$ cat src/rtl/countdown_chain_pkg.sv
// Shared definitions for the countdown core: FSM encodings and the default MM:SS moduli.
// Latency: n/a (constants only).
// Backpressure: n/a.
package countdown_chain_pkg;

   localparam logic [1:0] ST_IDLE    = 2'd0;
   localparam logic [1:0] ST_RUNNING = 2'd1;
   localparam logic [1:0] ST_PAUSED  = 2'd2;
   localparam logic [1:0] ST_EXPIRED = 2'd3;

   // MM:SS, digit 0 in the LSBs: sec units /10, sec tens /6, min units /10, min tens /6
   localparam logic [15:0] DEFAULT_MODULI = 16'h6A6A;

endpackage

$ cat src/rtl/countdown_chain_cnt_digit.sv
// One loadable down-counting digit with a borrow chain; out-of-range loads clamp to MODULO-1.
// Latency: 1 cycle from LOAD/BIN to Q.
// Backpressure: none; LOAD overrides the borrow in the same cycle.
module cnt_digit #(
   parameter int            MODULO = 10,
   parameter int            BITS   = 4,
   parameter logic [BITS-1:0] INIT = '0
) (
   input  logic            CLK,
   input  logic            CLR_N,
   input  logic            LOAD,
   input  logic [BITS-1:0] D,
   input  logic            BIN,
   output logic [BITS-1:0] Q,
   output logic            BOUT
);

   localparam logic [BITS-1:0] MAX_VAL = BITS'(MODULO - 1);
   localparam logic [BITS:0]   MOD_W   = (BITS+1)'(MODULO);

   logic [BITS-1:0] q_q, q_d;

   // Next value: clamped load first, otherwise decrement with wrap on an incoming borrow
   always_comb begin
      q_d = q_q;
      if (LOAD) begin
         q_d = ({1'b0, D} >= MOD_W) ? MAX_VAL : D;
      end else if (BIN) begin
         q_d = (q_q == '0) ? MAX_VAL : q_q - 1'b1;
      end
   end

   // Digit register, cleared straight to INIT by the asynchronous reset
   always_ff @(posedge CLK or negedge CLR_N) begin
      if (!CLR_N) q_q <= INIT;
      else        q_q <= q_d;
   end

   assign Q    = q_q;
   // A digit sitting at zero that is asked to decrement borrows from the next digit up
   assign BOUT = BIN && (q_q == '0);

endmodule

$ cat src/rtl/countdown_chain.sv
// Multi-digit countdown with start/stop/expire FSM, reload register and a one-cycle DONE pulse.
// Latency: 1 cycle from control inputs to Q/RUN/EXP/DONE; ZERO is combinational on Q.
// Backpressure: none; per-cycle priority LOAD > STOP > START > TICK.
module countdown_chain
   import countdown_chain_pkg::*;
#(
   parameter int                            DIGITS     = 4,
   parameter int                            DIGIT_BITS = 4,
   parameter logic [DIGITS*DIGIT_BITS-1:0]  MODULI     = DEFAULT_MODULI,
   parameter logic [DIGITS*DIGIT_BITS-1:0]  INIT_VAL   = '0,
   parameter bit                            WRAP       = 1'b0
) (
   input  logic                         CLK,
   input  logic                         CLR_N,
   input  logic                         TICK,
   input  logic                         START,
   input  logic                         STOP,
   input  logic                         LOAD,
   input  logic [DIGITS*DIGIT_BITS-1:0] LOAD_VAL,
   output logic [DIGITS*DIGIT_BITS-1:0] Q,
   output logic                         RUN,
   output logic                         EXP,
   output logic                         ZERO,
   output logic                         DONE
);

   localparam int W = DIGITS * DIGIT_BITS;

   logic [1:0]    state_q, state_d;
   logic [W-1:0]  reload_q, reload_d;
   logic          done_q, done_d;

   logic [W-1:0]  q_w;
   logic [W-1:0]  dig_d;
   logic [DIGITS:0] borrow;
   logic          borrow_unused;
   logic          cnt_en, expire, dig_load, start_ok;

   // A count step only happens in RUNNING on a TICK with no other control in the cycle
   assign cnt_en   = TICK && !LOAD && !STOP && !START && (state_q == ST_RUNNING);
   // The borrow chain can only reach all-zero from exactly 1
   assign expire   = cnt_en && (q_w == W'(1));
   // Auto-reload reuses the digits' load path, so reloads are clamped like any other load
   assign dig_load = LOAD || (WRAP && expire);
   assign dig_d    = LOAD ? LOAD_VAL : reload_q;
   assign borrow[0] = cnt_en;
   assign borrow_unused = borrow[DIGITS];
   // With auto-reload a zero reload value would free-run at zero, so refuse to start
   assign start_ok = !WRAP || (reload_q != '0);

   genvar i;
   generate
      for (i = 0; i < DIGITS; i++) begin : g_digit
         // A zero modulo field stands for the full 2^DIGIT_BITS range
         localparam int M = (MODULI[i*DIGIT_BITS +: DIGIT_BITS] == '0) ?
                            (1 << DIGIT_BITS) : int'(MODULI[i*DIGIT_BITS +: DIGIT_BITS]);
         cnt_digit #(
            .MODULO (M),
            .BITS   (DIGIT_BITS),
            .INIT   (INIT_VAL[i*DIGIT_BITS +: DIGIT_BITS])
         ) u_digit (
            .CLK   (CLK),
            .CLR_N (CLR_N),
            .LOAD  (dig_load),
            .D     (dig_d[i*DIGIT_BITS +: DIGIT_BITS]),
            .BIN   (borrow[i]),
            .Q     (q_w[i*DIGIT_BITS +: DIGIT_BITS]),
            .BOUT  (borrow[i+1])
         );
      end
   endgenerate

   // FSM, reload capture and DONE pulse generation, in control-priority order
   always_comb begin
      state_d  = state_q;
      reload_d = reload_q;
      // Suppressing a repeat keeps DONE single-cycle even with a reload of 1 and back-to-back ticks
      done_d   = expire && !done_q;
      if (LOAD) begin
         state_d  = ST_IDLE;
         reload_d = LOAD_VAL;
      end else if (STOP) begin
         if (state_q == ST_RUNNING) state_d = ST_PAUSED;
      end else if (START) begin
         if (((state_q == ST_IDLE) || (state_q == ST_PAUSED)) && (q_w != '0) && start_ok)
            state_d = ST_RUNNING;
      end else if (expire && !WRAP) begin
         state_d = ST_EXPIRED;
      end
   end

   // Control registers, forced to reset values asynchronously
   always_ff @(posedge CLK or negedge CLR_N) begin
      if (!CLR_N) begin
         state_q  <= ST_IDLE;
         reload_q <= INIT_VAL;
         done_q   <= 1'b0;
      end else begin
         state_q  <= state_d;
         reload_q <= reload_d;
         done_q   <= done_d;
      end
   end

   assign Q    = q_w;
   assign ZERO = (q_w == '0);
   assign RUN  = (state_q == ST_RUNNING);
   assign EXP  = (state_q == ST_EXPIRED);
   assign DONE = done_q;

endmodule
$ cat config.mk
export PLATFORM = sky130hd
export DESIGN_NAME = countdown_chain
export DESIGN_NICKNAME = d
export VERILOG_FILES = /design/src/rtl/countdown_chain_pkg.sv /design/src/rtl/countdown_chain_cnt_digit.sv /design/src/rtl/countdown_chain.sv
export SDC_FILE = /design/constraint.sdc
export NUM_CORES = 1
export LEC_CHECK = 0
export BUFFER_PORTS_ARGS = -buffer_cell sky130_fd_sc_hd__buf_2
export CAP_MARGIN = 20
export CORE_UTILIZATION = 30
export DETAILED_ROUTE_END_ITERATION = 16
export GPL_TIMING_DRIVEN = 0
export PLACE_DENSITY = 0.49
export SYNTH_ARGS = -nofsm -noshare
export SYNTH_HDL_FRONTEND = slang
export SYNTH_SLANG_ARGS = --single-unit
$ cat constraint.sdc
create_clock -name CLK -period 2.05 [get_ports CLK]
set_input_delay 0.1025 -clock CLK [delete_from_list [all_inputs] [get_ports CLK]]
set_output_delay 0.1025 -clock CLK [all_outputs]
set_load 0.005 [all_outputs]
# Yosys cells after proc, flatten, opt, wreduce, memory -nomap -nowiden
# Index checks and enable logic that the tools add are counted.
# op_classes
n_addsub,4
n_lt_le_gt_ge,4
n_reduce_logical,28
muxes,23
eq_ne,6
# op_table
cell,n
$mux W4,16
$eq A16 B1 Y1 const B,1
$logic_not A16 Y1,1
$logic_not A4 Y1,4
$mux W16,1
$reduce_bool A16 Y1,1
$sub A4 B1 Y4 const B,4
$mux W2,6
$logic_and A1 B1 Y1,10
$ge A4 B3 Y1 const B,2
$ge A4 B4 Y1 const B,2
$reduce_bool A2 Y1,4
$eq A2 B2 Y1 const B,2
$logic_not A1 Y1,4
$ne A4 B1 Y1 const B,1
$reduce_bool A4 Y1,1
$ne A3 B1 Y1 const B,1
$reduce_and A3 Y1,1
$eq A2 B1 Y1 const B,1
$logic_not A2 Y1,1
$logic_or A1 B1 Y1,1
# totals
output_inout_bits,20
reg_bits,35
elab_cells,72
inputBits,22

# Longest topological paths before layout
# Gate-level depths: netlist of run 1.
# logic_depth
word_depth,10
depth_mapped,6
ltp_nobuf,4

# Hierarchy
# A second synthesis of run 1 with hierarchy kept.
# unflattened
cells_unflattened,146
hier_area_um2,1700.4
# modules_own_cells
mod,seq_area_each_um2,n_inst,cells_each,area_each_um2
countdown_chain,475.5,1,58,794.5
cnt_digit (g_digit[0].u_digit ...),100.1,2,23,246.5
cnt_digit (g_digit[1].u_digit ...),100.1,2,21,206.4

# Worst setup path before layout of run 1
# No wires, ideal clock.
# synth_timing
kind,register -> register
startpoint,register g_digit[1].u_digit.q_q[1]
endpoint,register g_digit[3].u_digit.q_q[3]
path_slack_ps,226
synth_period_minus_slack_ps,1824
path_buffers,0
path_stages_with_launch,5
t_required_ps,1930
setup_ps,120
arrival_time_ps,1704
path_cell_list,dfrtp_1 or3_1 or3_1 or4_1 and3_1
# synth_between
elab_chain_cells,4
# synth_rtl
item,line,rtl
"start, declared",countdown_chain_cnt_digit.sv:21,"logic [BITS-1:0] q_q, q_d;"
"start signal, assigned",countdown_chain_cnt_digit.sv:36,else q_q <= q_d;
$logic_not A4 Y1,countdown_chain_cnt_digit.sv:41,assign BOUT = BIN && (q_q == '0);
$logic_and A1 B1 Y1 (2 in a row),countdown_chain_cnt_digit.sv:41,
$reduce_bool A2 Y1 (no source line),-,
"end signal, assigned",countdown_chain_cnt_digit.sv:36,
"end, declared",countdown_chain_cnt_digit.sv:21,
# No other way between the ends.
# A chain may end at the register's enable or synchronous reset.

# Final worst setup path of run 1
# layout_timing
startpoint,register g_digit[1].u_digit.q_q[0]
endpoint,register g_digit[3].u_digit.q_q[3]
# The elaborated chain is that of the path after synthesis.

==> results_dict.tcl, run 1 <==
set metrics [dict create \
    max_freq_ghz 0.512 \
    route.detailed.drc 0 \
    r2r_slack_ps 100 \
    reg2regPathDepth 4 \
    startpoint_type "flip-flop" \
    yosysUniqueCellTypes 40 \
    rows 23 \
    place.port_buffers 41 \
    finalSetupTns_ps 0 \
    ys.flop_type "dfrtp_1" \
    hold_viol_final 0 \
    chipHeight_um 66.7 \
    min_path_type "in2reg" \
    root_buffer "clkbuf_8" \
    endpoint_kind "flip-flop" \
    clk_latency_ps 260 \
    finalSetupViolCount 0 \
    track_usage_pct 17.4 \
    cts.sinks 21 \
    syn_avg_cell_area_um2 9.10 \
    ir_drop_uv 247 \
    path_class "reg2reg" \
    antenna_found_initial 0 \
    postPlaceCellArea_um2 1520 \
    drt-initial-drc-count 59 \
    power_density_nw_per_um2 582 \
    crit_arrival_ps 2110 \
    vias_per_cell 5.30 \
    startpoint "g_digit[1].u_digit.Q[0]" \
    dieArea_um2 4450 \
    grt_max_degree 22 \
    htreeDepth 1 \
    synth_top_area_cell "dfrtp_1" \
    drv_slew 0 \
    rsz0062_at_grt "false" \
    period_needed_ps 1950 \
    synthCells 138 \
    fin_crit_sh_pct 95.3 \
    synth_edf_count 0 \
    yosysTopAreaCellShare_pct 41.8 \
    synth_nets 160 \
    post_drt_wl_per_cell_um 15.0 \
    worstMarginPinSlew_ps 513 \
    first_pass_iters 4 \
    crit_path_end "g_digit[3].u_digit.Q[3]" \
    hpwl_um 2680 \
    gp_congestion 0.717 \
    syn_area_um2 1260 \
    async_flop_share_pct 100 \
    core_region_area_um2 4000 \
    ys_ff_latch 21 \
    cp_max_fo 7 \
    rr_endpoint "g_digit[3].u_digit.Q[3]" \
    drtAntennaViolNets 0 \
    numCtsBuffers 3 \
    clk_pin_slew_ps 80 \
    n_antenna_cell 0 \
    clock_path_buffers 2 \
    area_growth_pct 27.8 \
    initial_core_util_pct 31.4 \
    yosys_warnings 0 \
    routed_wl_um 3560 \
    synthTopCellsByArea "dfrtp_1 (42%), nor2_1 (4.5%), or3_1 (4.0%), o21ai_0 (3.6%), nand2_1 (3.0%)" \
    post-place-ws_ps 62.8 \
    final_net_count 210 \
    fin_skew_ps 5.83 \
    status "finished clean" \
    required_ps 2210 \
    timing.rr.start "g_digit[1].u_digit.Q[0]" \
    cap_violations 0 \
    p_leak_nw 0.693 \
    boundaryPins 42 \
    relSlewSlack_pct 64.9 \
    synth_common_cells "dfrtp_1 (21), nor2_1 (15), nand2_1 (10)" \
    layout_setup_ws_ps 97.4 \
    die_w_um 66.7 \
    drive_gt1_share_pct 29.4 \
    grt_first_pass_wirelength_um 5690 \
    synth_most_common_cell "dfrtp_1" \
    ys_seq_area_share_pct 41.8 \
    postLayoutCellArea_um2 1610 \
    final_util_pct 40.1 \
    vias 1256 \
    cts_tree "built" \
    grt_pass1_vias 1175 \
    gr-total-overflow 0 \
]
[layout by cell type (no fill, tap or decap), types with 4 or more instances in the layout]
master	netlist	layout
buf_2	0	41
dfrtp_1	21	21
nor2_1	15	14
nand2_1	10	10
o21ai_0	9	9
or3_1	8	8
inv_1	6	6
o211ai_1	5	5
a21oi_1	4	4
[state kept, by name (all words and copies together) (netlist names)]
register,count
DONE,1
g_digit.u_digit.Q,16
reload_q,2
state_q,2
[logic make-up after synthesis]
group / after synthesis / synth area share [%]
XOR/XNOR: 3 / 2.09
flip-flops: 21 / 41.8
AND/OR/NAND/NOR: 64 / 29.4
buffers and inverters: 11 / 3.29
multiplexers: 4 / 3.39
AO/OA/AOI/OAI: 35 / 20.0
[final cells by class]
class	count	area, um2
Buffer	5	18.8
Clock buffer	3	41.3
Clock inverter	1	5.00
Fill cell	397	2390
Inverter	6	22.5
Multi-Input combinational cell	106	692
Sequential cell	21	526
Tap cell	50	62.6
Timing Repair Buffer	45	238
[worst min path at each step]
stage | endpoint | startpoint | slack [ps] | cells past startpoint
after floorplan | DONE | CLR_N | -190 | 0
after global placement | state_q[0] | CLR_N | 110 | 1
after detailed placement | state_q[0] | CLR_N | 100 | 1
after CTS | g_digit[0].u_digit.Q[2] | LOAD_VAL[2] | 70 | 2
after global routing | g_digit[0].u_digit.Q[2] | LOAD_VAL[2] | 70 | 2
final | g_digit[0].u_digit.Q[2] | LOAD_VAL[2] | 70 | 2
[report_power, final]
part / total [mW] / switching (mW) / internal, mW / leakage, nW
clock: 0.277 / 0.141 / 0.135 / 0.0255
combinational: 0.174 / 0.0915 / 0.0821 / 0.407
sequential: 0.484 / 0.0419 / 0.442 / 0.261
[worst max-delay path: stages (launching register included)]
cell and delay (ps):
dfrtp_1 460, or3_1 420, or3_1 340, or4_1 430, and3_1 200
[through the flow]
step	std cells	power, mW	hold WS, ps
floorplan	138	0.576	-193
global placement	229	0.658	107
detailed placement	229	0.663	104
CTS	234	0.943	66.9
global route	237	0.997	67.9
finish	237	0.935	67.9
[timing repair]
item,4_1_cts,5_1_grt
setup buffers,0,3
gates resized for setup,0,1
endpoints found under the setup margin,0,2
hold endpoints to repair,21,0
hold buffers,1,0
[per-layer routing]
metal	vias up	part of all wire (%)	track usage, %
met2	30	48	28.7
met4	0	0.70	4.79
met5	-	0	0
met3	2	4.6	2.74
li1	618	-	-
met1	606	47	23.3
(Power assumes the default switching activity.)
==> inputs of run 2 (changes only) <==
==> constraint.sdc (replaced) <==
create_clock -name CLK -period 2.05 [get_ports CLK]
set_input_delay 0.3075 -clock CLK [delete_from_list [all_inputs] [get_ports CLK]]
set_output_delay 0.3075 -clock CLK [all_outputs]
set_load 0.005 [all_outputs]
==> results_dict.tcl, run 2 (same netlist as run 1, synthesis figures left out) <==
set metrics [dict create \
    status "finished clean" \
    hpwl_um 2680 \
    die_w_um 66.7 \
    path_class "reg2reg" \
    htreeDepth 1 \
    fill_cells 399 \
    grt_first_pass_wirelength_um 5690 \
    seq_power_share_pct 51.9 \
    numCtsBuffers 3 \
    rows 23 \
    min_path_type "in2async" \
    dieArea_um2 4450 \
    final_util_pct 39.9 \
    dp.cells 229 \
    drtAntennaViolNets 0 \
    area_growth_pct 27.0 \
    clk_latency_ps 260 \
    gp_congestion 0.717 \
    period_needed_ps 1960 \
    instances_no_fill 236 \
    relSlewSlack_pct 64.4 \
    cap_violations 0 \
    largest_reg_flops 16 \
    crit_arrival_ps 2120 \
    clk_pin_slew_ps 80 \
    grt_pass1_vias 1175 \
    n_antenna_cell 0 \
    seqCellArea_um2 526 \
    endpoint_kind "flip-flop" \
    required_ps 2210 \
    drive_gt1_share_pct 29.6 \
    vias 1258 \
    antenna_found_initial 0 \
    reg2regPathDepth 4 \
    p_sw_uw 274 \
    final_net_count 209 \
    cp_max_fo 7 \
    startpoint_type "flip-flop" \
    route.detailed.drc 0 \
    power_density_nw_per_um2 584 \
    intPower_uw 659 \
    startpoint "g_digit[1].u_digit.Q[0]" \
    fin_crit_sh_pct 95.5 \
    place.port_buffers 41 \
    finalSetupViolCount 0 \
    boundaryPins 42 \
    drv_slew 0 \
    first_pass_iters 4 \
    clock_path_buffers 2 \
    final_cell_mix "buf_2 (41), dfrtp_1 (21), nor2_1 (14)" \
    max_freq_ghz 0.511 \
    chipHeight_um 66.7 \
    worstMarginPinSlew_ps 521 \
    hold_buffers 0 \
    p_leak_nw 0.689 \
    root_buffer "clkbuf_8" \
    core_region_area_um2 4000 \
    postLayoutCellArea_um2 1600 \
    vias_per_cell 5.33 \
    power_uw 932 \
    ir_drop_uv 246 \
    multi_input_area_um2 692 \
    finalSetupTns_ps 0 \
    swShare_pct 29.3 \
    drt-initial-drc-count 53 \
    cts_tree "built" \
    rsz0062_at_grt "false" \
    post_drt_wl_per_cell_um 14.9 \
    timing.rr.start "g_digit[1].u_digit.Q[0]" \
    combPwrFrac_pct 18.4 \
    grt_max_degree 22 \
    clkPwrFrac_pct 29.6 \
    cts.sinks 21 \
    gr-total-overflow 0 \
    routed_wl_um 3520 \
    initial_core_util_pct 31.4 \
    hold_viol_final 0 \
    final_common_cell "buf_2" \
    fin_skew_ps 6.85 \
    postPlaceCellArea_um2 1520 \
    track_usage_pct 17.4 \
]
## run 2: layout make-up
class | count | area share (%)
Multi-Input combinational cell | 106 | 43.4
Tap cell | 50 | 3.92
Clock inverter | 1 | 0.314
Buffer | 5 | 1.18
Inverter | 6 | 1.41
Clock buffer | 3 | 2.59
Timing Repair Buffer | 44 | 14.3
Sequential cell | 21 | 32.9
## run 2: path summary, 6_finish.rpt
check / endpoint / slack (ps)
worst max-delay path: g_digit[3].u_digit.Q[3] / 90
max in group asynchronous: g_digit[0].u_digit.Q[1] / 1700
worst min-delay path: state_q[0] / 6
min in group CLK: g_digit[0].u_digit.Q[2] / 270
worst max register to register: g_digit[3].u_digit.Q[3] / 90
worst min register to register: DONE / 450
## run 2: metrics by stage
step / hold WS (ps) / setup slack [ps]
global route: 43.6 / 19.4
floorplan: 11.9 / 226
global placement: 312 / 98.3
finish: 5.93 / 92.2
detailed placement: 309 / 62.8
CTS: 21.7 / 47.5
## run 2: timing repair
item,in CTS,in global routing
resized for setup,0,1
setup endpoints to repair,0,2
setup buffers,0,3
endpoints found under the hold margin,0,0
## run 2: power by group through the flow
stage               registers (mW)  clock network [mW]  logic [mW]
global route                 0.491               0.309       0.195
global placement             0.490                   0       0.169
detailed placement           0.491                   0       0.171
floorplan                    0.486                   0      0.0896
finish                       0.484               0.276       0.172
CTS                          0.483               0.286       0.172
## run 2: critical path: stages (launching register included)
cell     delay [ps]
dfrtp_1         460
or3_1           420
or3_1           350
or4_1           430
and3_1          200
## run 2: routing by layer
metal  up-vias  routed length, um  GRT usage, %
met5         -                  0             0
met2        29               1720          28.7
met4         0                 25          4.79
met3         2                169          2.91
li1        615                  -             -
met1       612               1610          23.2
